==> config.mk <==
export PLATFORM = sky130hd
export DESIGN_NAME = mem_c_deskew
export DESIGN_NICKNAME = d
export VERILOG_FILES = /design/src/rtl/mem_c_pkg.sv /design/src/rtl/mem_c_col.sv /design/src/rtl/mem_c_deskew.sv
export SDC_FILE = /design/constraint.sdc
export NUM_CORES = 1
export LEC_CHECK = 0
export CAP_MARGIN = 5
export CORE_MARGIN = 2
export CORE_UTILIZATION = 35
export DETAILED_ROUTE_END_ITERATION = 6
export HOLD_SLACK_MARGIN = 0.12
export PLACE_DENSITY_LB_ADDON = 0.05
export SYNTH_ARGS = -nofsm -noshare
export SYNTH_HDL_FRONTEND = slang
export SYNTH_HIERARCHICAL = 1
export SYNTH_SLANG_ARGS = --single-unit
==> constraint.sdc <==
create_clock -name clk -period 6.1 [get_ports clk]
set_input_delay 1.83 -clock clk [delete_from_list [all_inputs] [get_ports clk]]
set_output_delay 1.83 -clock clk [all_outputs]
set_load 0.02 [all_outputs]
==> src/rtl/mem_c_pkg.sv <==
// Shared types and constants for the systolic C-side deskew buffer.
package mem_c_pkg;

  typedef enum logic [1:0] {
    IDLE    = 2'd0,
    CAPTURE = 2'd1,
    DONE    = 2'd2
  } state_e;

  localparam int BITS_C_DEF = 16;
  localparam int DIM_DEF    = 8;

  // Number of enabled capture cycles needed to drain a skewed DIM x DIM result.
  function automatic int cap_len(input int dim);
    return 2 * dim - 1;
  endfunction

endpackage

==> src/rtl/mem_c_col.sv <==
// One result column: DIM signed registers written along the skew diagonal,
// plus a combinational row-select read mux.
module mem_c_col
  import mem_c_pkg::*;
#(
  parameter int BITS_C = BITS_C_DEF,
  parameter int DIM    = DIM_DEF,
  parameter int COL    = 0,
  localparam int CW    = $clog2(2 * DIM),
  localparam int RW    = $clog2(DIM)
) (
  input  logic              clk,
  input  logic              rst,
  input  logic              wr_en_i,
  input  logic              clr_i,
  input  logic [CW-1:0]     cnt_i,
  input  logic [BITS_C-1:0] din_i,
  input  logic [RW-1:0]     rd_row_i,
  output logic [BITS_C-1:0] rd_data_o
);

  logic [BITS_C-1:0] mem_q [DIM];
  logic [CW:0]       row_full_s;
  logic              in_win_s;
  logic [RW-1:0]     row_s;

  // Row index for this column is cnt-COL; a borrow or a value >= DIM falls outside the window.
  always_comb begin
    row_full_s = {1'b0, cnt_i} - (CW + 1)'(COL);
    in_win_s   = (row_full_s[CW:RW] == '0);
    row_s      = row_full_s[RW-1:0];
  end

  always_ff @(posedge clk) begin
    if (rst) begin
      for (int i = 0; i < DIM; i++) mem_q[i] <= '0;
    end else if (clr_i) begin
      for (int i = 0; i < DIM; i++) mem_q[i] <= '0;
    end else if (wr_en_i && in_win_s) begin
      mem_q[row_s] <= din_i;
    end
  end

  assign rd_data_o = mem_q[rd_row_i];

endmodule

==> src/rtl/mem_c_deskew.sv <==
// Deskews the systolic array's C output into a DIM x DIM register array and
// serves one row per read. Optional MEM_C_DESKEW_CLEAR_ON_START_EN: start also zeros storage.
module mem_c_deskew
  import mem_c_pkg::*;
#(
  parameter int BITS_C = BITS_C_DEF,
  parameter int DIM    = DIM_DEF
) (
  input  logic                         clk,
  input  logic                         rst,
  input  logic                         start,
  input  logic                         en,
  input  logic [DIM-1:0][BITS_C-1:0]   Cin,
  input  logic [$clog2(DIM)-1:0]       Crow,
  output logic [DIM-1:0][BITS_C-1:0]   Cout,
  output logic                         busy,
  output logic                         done
);

  localparam int CW = $clog2(2 * DIM);
  localparam logic [CW-1:0] CNT_LAST = CW'(cap_len(DIM) - 1);

  state_e                     state_q, state_d;
  logic [CW-1:0]              cnt_q, cnt_d;
  logic                       busy_q, done_q;
  logic [DIM-1:0][BITS_C-1:0] cout_q;
  logic [DIM-1:0][BITS_C-1:0] rd_row_s;
  logic                       wr_en_s;
  logic                       clr_s;

  // start always (re)enters CAPTURE from cnt 0 and masks any en in the same cycle.
  always_comb begin
    state_d = state_q;
    cnt_d   = cnt_q;
    case (state_q)
      IDLE: begin
        if (start) begin
          state_d = CAPTURE;
          cnt_d   = '0;
        end else begin
          state_d = IDLE;
          cnt_d   = '0;
        end
      end
      CAPTURE: begin
        if (start) begin
          state_d = CAPTURE;
          cnt_d   = '0;
        end else if (en) begin
          if (cnt_q == CNT_LAST) begin
            state_d = DONE;
            cnt_d   = '0;
          end else begin
            state_d = CAPTURE;
            cnt_d   = cnt_q + CW'(1);
          end
        end else begin
          state_d = CAPTURE;
          cnt_d   = cnt_q;
        end
      end
      DONE: begin
        if (start) begin
          state_d = CAPTURE;
          cnt_d   = '0;
        end else begin
          state_d = IDLE;
          cnt_d   = '0;
        end
      end
      default: begin
        state_d = IDLE;
        cnt_d   = '0;
      end
    endcase
  end

  assign wr_en_s = (state_q == CAPTURE) && en && !start;

`ifdef MEM_C_DESKEW_CLEAR_ON_START_EN
  assign clr_s = start;
`else
  assign clr_s = 1'b0;
`endif

  for (genvar j = 0; j < DIM; j++) begin : g_col
    mem_c_col #(
      .BITS_C (BITS_C),
      .DIM    (DIM),
      .COL    (j)
    ) u_col (
      .clk       (clk),
      .rst       (rst),
      .wr_en_i   (wr_en_s),
      .clr_i     (clr_s),
      .cnt_i     (cnt_q),
      .din_i     (Cin[j]),
      .rd_row_i  (Crow),
      .rd_data_o (rd_row_s[j])
    );
  end

  // Cout samples storage before this edge's write/clear lands, giving read-before-write.
  always_ff @(posedge clk) begin
    if (rst) begin
      state_q <= IDLE;
      cnt_q   <= '0;
      busy_q  <= 1'b0;
      done_q  <= 1'b0;
      cout_q  <= '0;
    end else begin
      state_q <= state_d;
      cnt_q   <= cnt_d;
      busy_q  <= (state_d == CAPTURE);
      done_q  <= (state_d == DONE);
      cout_q  <= rd_row_s;
    end
  end

  assign Cout = cout_q;
  assign busy = busy_q;
  assign done = done_q;

endmodule
Word-level counts from Yosys, hierarchy flattened. Memory sizes are Yosys's and may differ from the RTL's. A register that Yosys moved wholly into a read port is not among the register bits. Index checks and enable logic that the tools add are counted.

Flip-flop bits (word level): 8. Bits in writable memories: 1024. Bits of input ports: 135. Output and inout port bits: 130. Logic and storage cells: 112. Memories: 8.

Memories: g_col[0].u_col.mem_q (words 8, bits a word 16, read ports 1, clocked after Yosys merged registers in 1, wr ports 8, RTL line mem_c_col.sv:22) `logic [BITS_C-1:0] mem_q [DIM];`; g_col[1].u_col.mem_q (words 8, bits a word 16, read ports 1, clocked after Yosys merged registers in 1, wr ports 8, RTL line mem_c_col.sv:22); g_col[2].u_col.mem_q (words 8, bits a word 16, read ports 1, clocked after Yosys merged registers in 1, wr ports 8, RTL line mem_c_col.sv:22); g_col[3].u_col.mem_q (words 8, bits a word 16, read ports 1, clocked after Yosys merged registers in 1, wr ports 8, RTL line mem_c_col.sv:22); g_col[4].u_col.mem_q (words 8, bits a word 16, read ports 1, clocked after Yosys merged registers in 1, wr ports 8, RTL line mem_c_col.sv:22); g_col[5].u_col.mem_q (words 8, bits a word 16, read ports 1, clocked after Yosys merged registers in 1, wr ports 8, RTL line mem_c_col.sv:22); 2 more memories.

Add/subtract/negate cells: 8. Eq/ne operators: 5. Muxes and demuxes: 56. Bitwise gates (word level): 1. Reductions and logical operators: 30.

Operators with widths (count): 16-bit 2-to-1 mux (8); 16-bit OR reduction (8); 1-bit 2-to-1 mux (35); 3-bit 2-to-1 mux (8); 4-bit by 3-bit subtractor with 5-bit output (second input constant) (4); 2-bit logical NOT (9); 1-bit logical AND (10); 4-bit by 2-bit subtractor with 5-bit output (second input constant) (2); 2-bit 2-to-1 mux (3); 4-bit by 1-bit subtractor with 5-bit output (second input constant) (1); 4-bit by 1-bit adder with 4-bit output (second input constant) (1); 2-bit by 1-bit equality test with 1-bit output (second input constant) (2); 2-bit equality test (second input constant) (2); 4-bit equality test (second input constant) (1); 4-bit 2-to-1 mux (1); 2-bit one-hot mux with 2 select lines (1); 3-bit OR reduction (1); 2-bit OR reduction (1); 1-bit logical NOT (1); 1-bit NOT (1).

Logic depth before layout (Yosys ltp). Gate-level depths: netlist (run 1).

Word-level depth: 9. Mapped depth: 7. Gate-level depth less buffers: 5.

By module. Netlist (run 1), hierarchy kept.

By module, submodules not included: mem_c_col at g_col[0].u_col (times used 1, cells each 389, area each 6213.5 µm², seq. area each 3843.7 µm²); mem_c_col at g_col[2].u_col (times used 1, cells each 419, area each 6180.9 µm², seq. area each 3843.7 µm²); mem_c_col at g_col[1].u_col (times used 1, cells each 408, area each 6142.1 µm², seq. area each 3843.7 µm²); mem_c_col at g_col[5].u_col (times used 1, cells each 395, area each 6087.1 µm², seq. area each 3843.7 µm²); mem_c_col at g_col[7].u_col (times used 1, cells each 387, area each 6077.1 µm², seq. area each 3843.7 µm²); mem_c_col at g_col[4].u_col (times used 1, cells each 374, area each 6002.0 µm², seq. area each 3843.7 µm²); mem_c_col at g_col[6].u_col (times used 1, cells each 386, area each 5994.5 µm², seq. area each 3843.7 µm²); mem_c_col at g_col[3].u_col (times used 1, cells each 404, area each 5911.9 µm², seq. area each 3843.7 µm²); mem_c_deskew (times used 1, cells each 305, area each 3779.9 µm², seq. area each 2722.6 µm²).

Worst setup path after synthesis (run 1). OpenSTA, ideal clock, no wires.

Path type: input -> register. Start: input start. End: memory g_col[2].u_col/mem_q[4][0] in the netlist's numbering (enable). Setup time: 436 ps. Arrival: 5254 ps. Required time: 5664 ps. Path slack: 410 ps. Cell stages on the path: 6. Buffers on the path: 2. Cell sequence: nand2b_1 -> nor2_1 -> or4b_1 -> buf_2 -> buf_6 -> o41ai_1.

RTL lines: start, declared (RTL line mem_c_deskew.sv:11) `input logic start,`; end, declared (RTL line mem_c_col.sv:22).

==> impl_metrics.yaml, run 1 <==
yosys:
  ys.flop_type: "edfxtp_1"
  yosys.area_share.simple_pct: 15.73
  synth.area.mux_share_pct: 14.53
  synth.avg_cell_area_um2: 15.11
  syn_inst: 3467
  synth_edf_count: 1024
  synth_largest_area_cell: "edfxtp_1"
  ys_types: 84
  synth_top_family_by_area: "simple AND/OR/NAND/NOR gates"
  yosysTopAreaCellShare_pct: 58.69
  netlist_top_cells_count: "edfxtp_1 (1024), nor2_1 (305), nor3_1 (267), nor4_1 (200), mux4_2 (148)"
  syn_area_mm2: 0.05239
  async_flop_share_pct: 0
  ys_seq_area_share_pct: 63.89
  synthAdderAreaFrac_pct: 0.09553
  synth_compound_area_share_pct: 1.560
  netlist_top_cells_area: "edfxtp_1 (59%), mux4_2 (6.4%), mux4_1 (5.4%), dfxtp_1 (5.2%), mux2_2 (2.8%)"
  yosys_warnings: 6
  synth_most_common_cell: "edfxtp_1"
  ys_seq_elements: 1160
  synth_xor_area_share_pct: 0.2126
clocking:
  cts_tree: "yes"
  cts_buffer_depth: 3
  cts-resized-gates: 0
  hold_buffers: 0
  cts.sinks: 1160
  htreeDepth: 4
  cts_setup_buffers: 0
  clock_latency_ns: 0.76
  cts_inserted_buffers: 138
  cts.clk_slew.worst_paths_ns: 0.06
  clockRootBuffer: "clkbuf_16"
drt:
  wl_met3_mm: 7.597
  avgRoutedWirePerCell_um: 26.39
  drt_iter0_markers: 2172
  wl_met1_mm: 66.95
  ant_nets: 0
  routed.top_layer: "met5"
  num_vias: 31700
  firstDrtPassIters: 5
  drc: 0
  wl_met2_mm: 74.51
  vias_per_cell: 5.490
  wl_mm: 152.4
grt:
  grtUsageTotal_pct: 19.98
  grt_pass1_vias: 33740
  grt.overflow.total: 0
  grt_max_degree: 97
  antenna_found_initial: 10
  grt_pass1_wl_mm: 224.9
timing:
  fmax_ghz: 0.2298
  max_slew_margin_pct: 16.23
  setup_ws_ns: 1.749
  tightest_slew_ns: 1.252
  min_period_over_period_pct: 71.34
  slew_viol_final: 0
  rsz0062_at_grt: "false"
  finalSetupTns_ns: 0
  finalSetupViolCount: 0
  hold_viol_final: 0
  skew_ns: 0.02334
  period_minus_slack_ns: 4.351
floorplanning:
  start_util_pct: 35.35
  core_area_mm2: 0.1482
  die-area_mm2: 0.1528
  placementRows: 141
  die_h_um: 390.9
  io-pin-count: 265
  die_x_um: 390.9
hold_path:
  hp-class: "reg -> reg"
outcome:
  outcome: "complete, no violations"
worst_setup_path:
  cp_max_fo: 20
  crit_buf_inv: 4
  crit_chain: "clkdlybuf4s50_1, nand2b_1, nor2_4, buf_4, and2_1, buf_4, nand3_1, o21ai_1, buf_4"
  cpMostUsedCell: "buf_4"
  setup.worst_path.class: "in -> reg"
  crit_path_end_kind: "flip-flop"
  cpPeakStageDelay_ns: 0.63
  path_delay_family: "buffers and inverters"
  slowest_stage: "clkdlybuf4s50_1"
  crit_path_start_kind: "input pin"
  crit_arrival_ns: 4.77
  worstPathRequired_ns: 6.52
power_and_ir_drop:
  power_mw: 18.61
  ir_drop_uv: 187.9
  power_leakage_nw: 21.90
  p_per_area_mw_per_mm2: 300.4
place:
  gp_congestion: 0.7578
  place_ws_ns: 0.9954
  port_buffers: 264
  hpwl_mm: 87.76
  dpl_cell_area_mm2: 0.05731
flow_run:
  cap_violations: 0
cells_and_area:
  multi_input_area_mm2: 0.01718
  fin_util_pct: 41.80
  area_delta_synth_final_pct: 18.23
  fin_nets: 3861
  layout-drive-gt1-share_pct: 22.27
  nFillCells: 13480
  final_area_mm2: 0.06194
  layout.area.seq_mm2: 0.03348
## state kept, by name (all words and copies together) (netlist names)
register           cells
Cout                 128
g_col.u_col/mem_q   1024
state_q                2
done                   1
busy                   1
cnt_q                  4
## routing by layer
metal  track usage, %  vias to the layer above
met5                0                        -
met4            5.476                       10
met3            3.446                      246
met2            33.44                      942
met1            26.76                    16420
li1                 -                    14080
## report_power, final
part           leakage (nW)  switching (mW)  internal [mW]  total, mW
registers              12.5          0.0953           8.94       9.03
clock network          2.24            3.30           5.00       8.31
logic                  7.14           0.727          0.540       1.27
## placed cells by master (no fill, tap or decap), types with 8 or more instances in the layout
cell,instances
edfxtp_1,1024
nor2_1,303
nor3_1,267
clkdlybuf4s50_1,260
nor4_1,200
buf_4,149
mux4_2,148
clkbuf_16,140
nor2b_1,136
dfxtp_1,132
mux2_2,128
and3_1,114
mux4_1,108
nand2_1,84
nor3_2,65
inv_1,63
clkbuf_1,48
nor4_2,40
and2_1,33
o21ai_1,32
nand4_1,32
clkinv_1,24
nand2b_1,22
conb_1,21
clkbuf_8,19
o31ai_2,19
clkinv_2,15
nand3_1,12
bufinv_16,12
nand3_4,11
nand3b_1,9
o21ai_2,9
nor4b_1,8
## through the flow
| step | hold slack, ns | cells |
|---|---|---|
| floorplan | 0.4477 | 3487 |
| global placement | 0.4579 | 5511 |
| detailed placement | 0.4961 | 5512 |
| CTS | 0.5038 | 5770 |
| global route | 0.5281 | 5770 |
| finish | 0.5018 | 5774 |
## worst register-to-register path, cell delays in order, from the launching register on
cell	delay [ns]
dfxtp_2	0.55
buf_4	0.38
inv_1	0.09
ha_1	0.27
buf_4	0.28
inv_1	0.40
a22o_1	1.01
and3_1	0.30
## final timing paths
path | startpoint | to | slack (ns) | cells past startpoint
max | en | g_col[3].u_col/mem_q[4][6] | 1.75 | 9
min | state_q[1] | state_q[0] | 0.50 | 1
max reg2reg | cnt_q[1] | g_col[5].u_col/mem_q[2][14] | 2.69 | 7
min reg2reg | state_q[1] | state_q[0] | 0.50 | 1
## layout make-up
class,instances,area share (%)
clock inverters,52,1.109
diodes,4,0.01616
multi-input cells,1920,27.74
clock buffers,206,6.347
well taps,1930,3.899
inverters,82,0.4969
repair buffers,420,6.341
flip-flops and latches,1160,54.05
## kinds of logic after synthesis
family / count (synthesis)
xor gates and xnor gates: 11
DFF: 1160
muxes: 384
other: 1
AOI/OAI and AO/OA: 105
and+or+nand+nor: 1395
adders and majority gates: 4
buffers and inverters: 407
Note: power is estimated with default switching activity, not from simulation.
==> run 2, diff against run 1 <==
==> constraint.sdc (replaced) <==
create_clock -name clk -period 4.5 [get_ports clk]
set_input_delay 1.35 -clock clk [delete_from_list [all_inputs] [get_ports clk]]
set_output_delay 1.35 -clock clk [all_outputs]
set_load 0.02 [all_outputs]
==> impl_metrics.yaml, run 2 (synthesized netlist as in run 1, its figures left out) <==
timing:
  rsz0062_at_grt: "false"
  tightest_slew_ns: 1.245
  fmax_ghz: 0.2933
  period_minus_slack_ns: 3.410
  slew_viol_final: 0
  min_period_over_period_pct: 75.78
  finalSetupViolCount: 0
  hold_viol_final: 0
  skew_ns: 0.02261
  max_slew_margin_pct: 16.68
  timing.hold.ws_ns: 0.5087
  setup_ws_ns: 1.090
drt:
  drt_iter0_markers: 2381
  drc: 0
  avgRoutedWirePerCell_um: 25.92
  num_vias: 31850
  ant_nets: 0
  vias_per_cell: 5.483
  firstDrtPassIters: 5
  wl_mm: 150.6
grt:
  grt_max_degree: 97
  grt.overflow.total: 0
  antenna_found_initial: 8
  grtUsageTotal_pct: 19.70
  grt_pass1_vias: 33560
  grt_pass1_wl_mm: 222.2
  top_usage_layer: "met2"
  use_met2_pct: 32.98
  use_met1_pct: 26.35
  use_met3_pct: 3.137
worst_setup_path:
  setup.worst_path.class: "in -> reg"
  r2r_slack_ns: 1.16
  rr_worst_depth: 4
  cp_max_fo: 96
  rr_endpoint: "g_col[6].u_col/mem_q[3][14]"
  crit_arrival_ns: 3.98
  crit_path_end_kind: "flip-flop"
  worstPathRequired_ns: 5.07
  timing.rr.start: "cnt_q[0]"
  crit_path_start_kind: "input pin"
floorplanning:
  placementRows: 141
  io-pin-count: 265
  start_util_pct: 35.35
  die_h_um: 390.9
  core_area_mm2: 0.1482
  die_x_um: 390.9
  die-area_mm2: 0.1528
clocking:
  cts_setup_buffers: 0
  cts_buffer_depth: 3
  cts.sinks: 1160
  hold_buffers: 0
  htreeDepth: 4
  clock_latency_ns: 0.77
  cts-resized-gates: 0
  clockRootBuffer: "clkbuf_16"
  cts_tree: "yes"
  cts.clk_slew.worst_paths_ns: 0.06
  cts_inserted_buffers: 137
cells_and_area:
  mostFrequentLayoutCells: "edfxtp_1 (1024), nor2_1 (303), nor3_1 (267)"
  regMostFlops: "g_col.u_col/mem_q"
  final_area_mm2: 0.06212
  area_delta_synth_final_pct: 18.58
  fin_nets: 3905
  multi_input_area_mm2: 0.01721
  largest_register_ffs: 1024
  nFillCells: 13570
  final_common_cell: "edfxtp_1"
  layout-drive-gt1-share_pct: 22.74
  layout.area.seq_mm2: 0.03348
power_and_ir_drop:
  power_leakage_nw: 22.03
  power_mw: 24.69
  p_per_area_mw_per_mm2: 397.5
  ir_drop_uv: 258.3
hold_path:
  hold_depth: 1
  hold_end: "state_q[0]"
  hp-class: "reg -> reg"
  hp-start: "state_q[1]"
place:
  hpwl_mm: 91.03
  place_ws_ns: 0.2889
  port_buffers: 264
  dpl_cell_area_mm2: 0.05780
  gp_congestion: 0.7626
outcome:
  outcome: "complete, no violations"
flow_run:
  cap_violations: 0
==> run 2: cell types whose count changed in the layout (fill, tap and decap cells not counted), sizes merged <==
cell	previous run	this run
inv	73	69
clkinvlp	5	2
clkbuf	207	203
diode	4	1
buf	159	204
clkinv	44	56
bufinv	12	4
==> run 2: routing by layer <==
| layer | routed length (um) | vias to the layer above |
|---|---|---|
| met3 | 7329 | 230 |
| li1 | - | 14170 |
| met4 | 3402 | 2 |
| met2 | 74420 | 954 |
| met5 | 12 | - |
| met1 | 65430 | 16500 |
==> run 2: area by class of cell <==
class	instances	area share, %
Antenna cell	1	0.004028
Clock buffer	202	6.322
Clock inverter	49	0.6324
Inverter	82	0.4955
Multi-Input combinational cell	1920	27.70
Sequential cell	1160	53.89
Tap cell	1930	3.887
Timing Repair Buffer	465	7.068
==> run 2: critical path: stages <==
cell	delay (ns)
clkdlybuf4s50_1	0.46
nand2b_1	0.30
nor2_4	0.15
buf_4	0.25
or4b_4	0.51
buf_4	0.45
nor4_1	0.38
==> run 2: how the worst max path moves through the flow <==
stage | start | to | slack [ns] | depth (start not counted)
4_1_cts | start | g_col[2].u_col/mem_q[5][11] | 1.12 | 7
2_1_floorplan | start | g_col[0].u_col/mem_q[4][0] | -0.29 | 6
3_3_place_gp | start | g_col[0].u_col/mem_q[5][1] | 0.33 | 7
5_1_grt | start | g_col[2].u_col/mem_q[4][10] | 0.93 | 7
6_report | start | g_col[2].u_col/mem_q[4][0] | 1.09 | 7
3_5_place_dp | start | g_col[2].u_col/mem_q[4][11] | 0.29 | 7
==> run 2: per-stage QoR <==
stage | cells | utilization (%) | setup TNS (ns)
after global routing | 5809 | 41.92 | 0
after floorplan | 3487 | - | -13.58
after global placement | 5556 | 38.99 | 0
after detailed placement | 5557 | 39.00 | 0
final | 5809 | 41.92 | 0
after CTS | 5808 | 41.92 | 0
==> run 2: where the power goes <==
group	switching [mW]	internal (mW)
clock network	4.41	6.27
registers	0.125	12.1
logic	1.00	0.766
==> run 3, diff against run 2 <==
==> constraint.sdc (replaced) <==
create_clock -name clk -period 3.5 [get_ports clk]
set_input_delay 1.05 -clock clk [delete_from_list [all_inputs] [get_ports clk]]
set_output_delay 1.05 -clock clk [all_outputs]
set_load 0.02 [all_outputs]
==> impl_metrics.yaml, run 3 (synthesized netlist as in run 1, its figures left out) <==
power_and_ir_drop:
  p_per_area_mw_per_mm2: 510.4
  power_mw: 32.34
  ir_drop_uv: 313.9
  power_leakage_nw: 22.59
hold_path:
  hold_end: "state_q[0]"
  hp-class: "reg -> reg"
  hp-start: "state_q[1]"
  hold_depth: 1
worst_setup_path:
  crit_chain: "clkdlybuf4s50_1"
  setup.worst_path.class: "reg -> out"
  crit_buf_inv: 1
  crit_arrival_ns: 1.92
  r2r_slack_ns: 0.57
  crit_path_start_kind: "flip-flop"
  slowest_stage: "clkdlybuf4s50_1"
  cp_max_fo: 1
  worstPathRequired_ns: 2.45
  path_delay_family: "buffers and inverters"
  rr_worst_depth: 5
  rr_endpoint: "g_col[5].u_col/mem_q[2][7]"
  timing.rr.start: "cnt_q[0]"
  crit_path_end_kind: "output pin"
  cpPeakStageDelay_ns: 0.71
flow_run:
  cap_violations: 0
clocking:
  cts_tree: "yes"
  cts_buffer_depth: 3
  cts.sinks: 1160
  hold_buffers: 0
  cts.clk_slew.worst_paths_ns: 0.06
  cts-resized-gates: 0
  cts_inserted_buffers: 138
  clock_latency_ns: 0.76
  cts_setup_buffers: 0
  clockRootBuffer: "clkbuf_16"
  htreeDepth: 4
cells_and_area:
  largest_register_ffs: 1024
  fin_nets: 3948
  regMostFlops: "g_col.u_col/mem_q"
  final_area_mm2: 0.06336
  area_delta_synth_final_pct: 20.94
  fin_util_pct: 42.75
  final_cell_count_no_fill: 5853
  final_common_cell: "edfxtp_1"
  layout-drive-gt1-share_pct: 23.76
  mostFrequentLayoutCells: "edfxtp_1 (1024), nor2_1 (303), nor3_1 (267)"
timing:
  finalSetupViolCount: 0
  rsz0062_at_grt: "false"
  fmax_ghz: 0.3367
  min_period_over_period_pct: 84.86
  hold_viol_final: 0
  slew_viol_final: 0
  period_minus_slack_ns: 2.970
  skew_ns: 0.02595
  finalSetupTns_ns: 0
  tightest_slew_ns: 1.172
  max_slew_margin_pct: 21.88
grt:
  antenna_found_initial: 4
  grt.overflow.total: 0
  grtUsageTotal_pct: 20.01
  grt_pass1_vias: 33850
  grt_pass1_wl_mm: 225.4
  grt_max_degree: 73
outcome:
  outcome: "complete, no violations"
floorplanning:
  die-area_mm2: 0.1528
  core_area_mm2: 0.1482
  start_util_pct: 35.35
  die_x_um: 390.9
  io-pin-count: 265
  die_h_um: 390.9
  placementRows: 141
drt:
  ant_nets: 0
  avgRoutedWirePerCell_um: 25.98
  num_vias: 31990
  wl_mm: 152.1
  drc: 0
  drt_iter0_markers: 2180
  firstDrtPassIters: 5
  vias_per_cell: 5.466
place:
  dpl_cell_area_mm2: 0.05887
  hpwl_mm: 94.89
  dp_cells: 5599
  port_buffers: 264
  gp_congestion: 0.7705
[run 3: cell count changes in the layout (fill, tap and decap cells not counted), moves of 6 or more]
cell and delta:
o31ai_4 +7, o31ai_2 -7, o21ai_2 +7, buf_4 -13, clkbuf_8 -6, bufinv_16 +7
buf_12 +56
[run 3: layout make-up]
type                            count  area, um^2
Tap cell                         1930        2415
Inverter                           82       307.8
Multi-Input combinational cell   1920       17270
Antenna cell                        1       2.502
Clock inverter                     57       598.1
Fill cell                       13350       84830
Sequential cell                  1160       33480
Timing Repair Buffer              507        5399
Clock buffer                      196        3887
[run 3: report_power, final]
part	internal [mW]	switching [mW]
Combinational	1.06	1.32
Sequential	15.6	0.170
Clock	8.55	5.67
Total	25.2	7.15
[run 3: how the worst max path moves through the flow]
stage	from	end	slack, ns	depth (start not counted)
after detailed placement	en	g_col[0].u_col/mem_q[0][5]	-0.14	7
after global routing	cnt_q[0]	g_col[5].u_col/mem_q[2][7]	0.37	5
final	Cout[19]	Cout[19]	0.53	1
after global placement	start	g_col[1].u_col/mem_q[1][12]	-0.06	9
after floorplan	cnt_q[1]	g_col[7].u_col/mem_q[4][0]	0.007	5
after CTS	Cout[19]	Cout[19]	0.46	1
[run 3: routing by layer]
metal  global-route usage, %  routed length (um)  up-vias
met3                   2.883                6851      207
met4                   5.679                3274        0
met5                       0                   0        -
met1                   27.20               67250    16580
li1                        -                   -    14280
met2                   33.39               74690      929
[run 3: metrics by stage]
step	hold slack (ns)	worst slack (ns)
6_report	0.4847	0.5300
5_1_grt	0.5373	0.3740
4_1_cts	0.4905	0.4609
3_5_place_dp	0.4800	-0.1359
3_3_place_gp	0.4567	-0.05767
2_1_floorplan	0.4477	0.006816
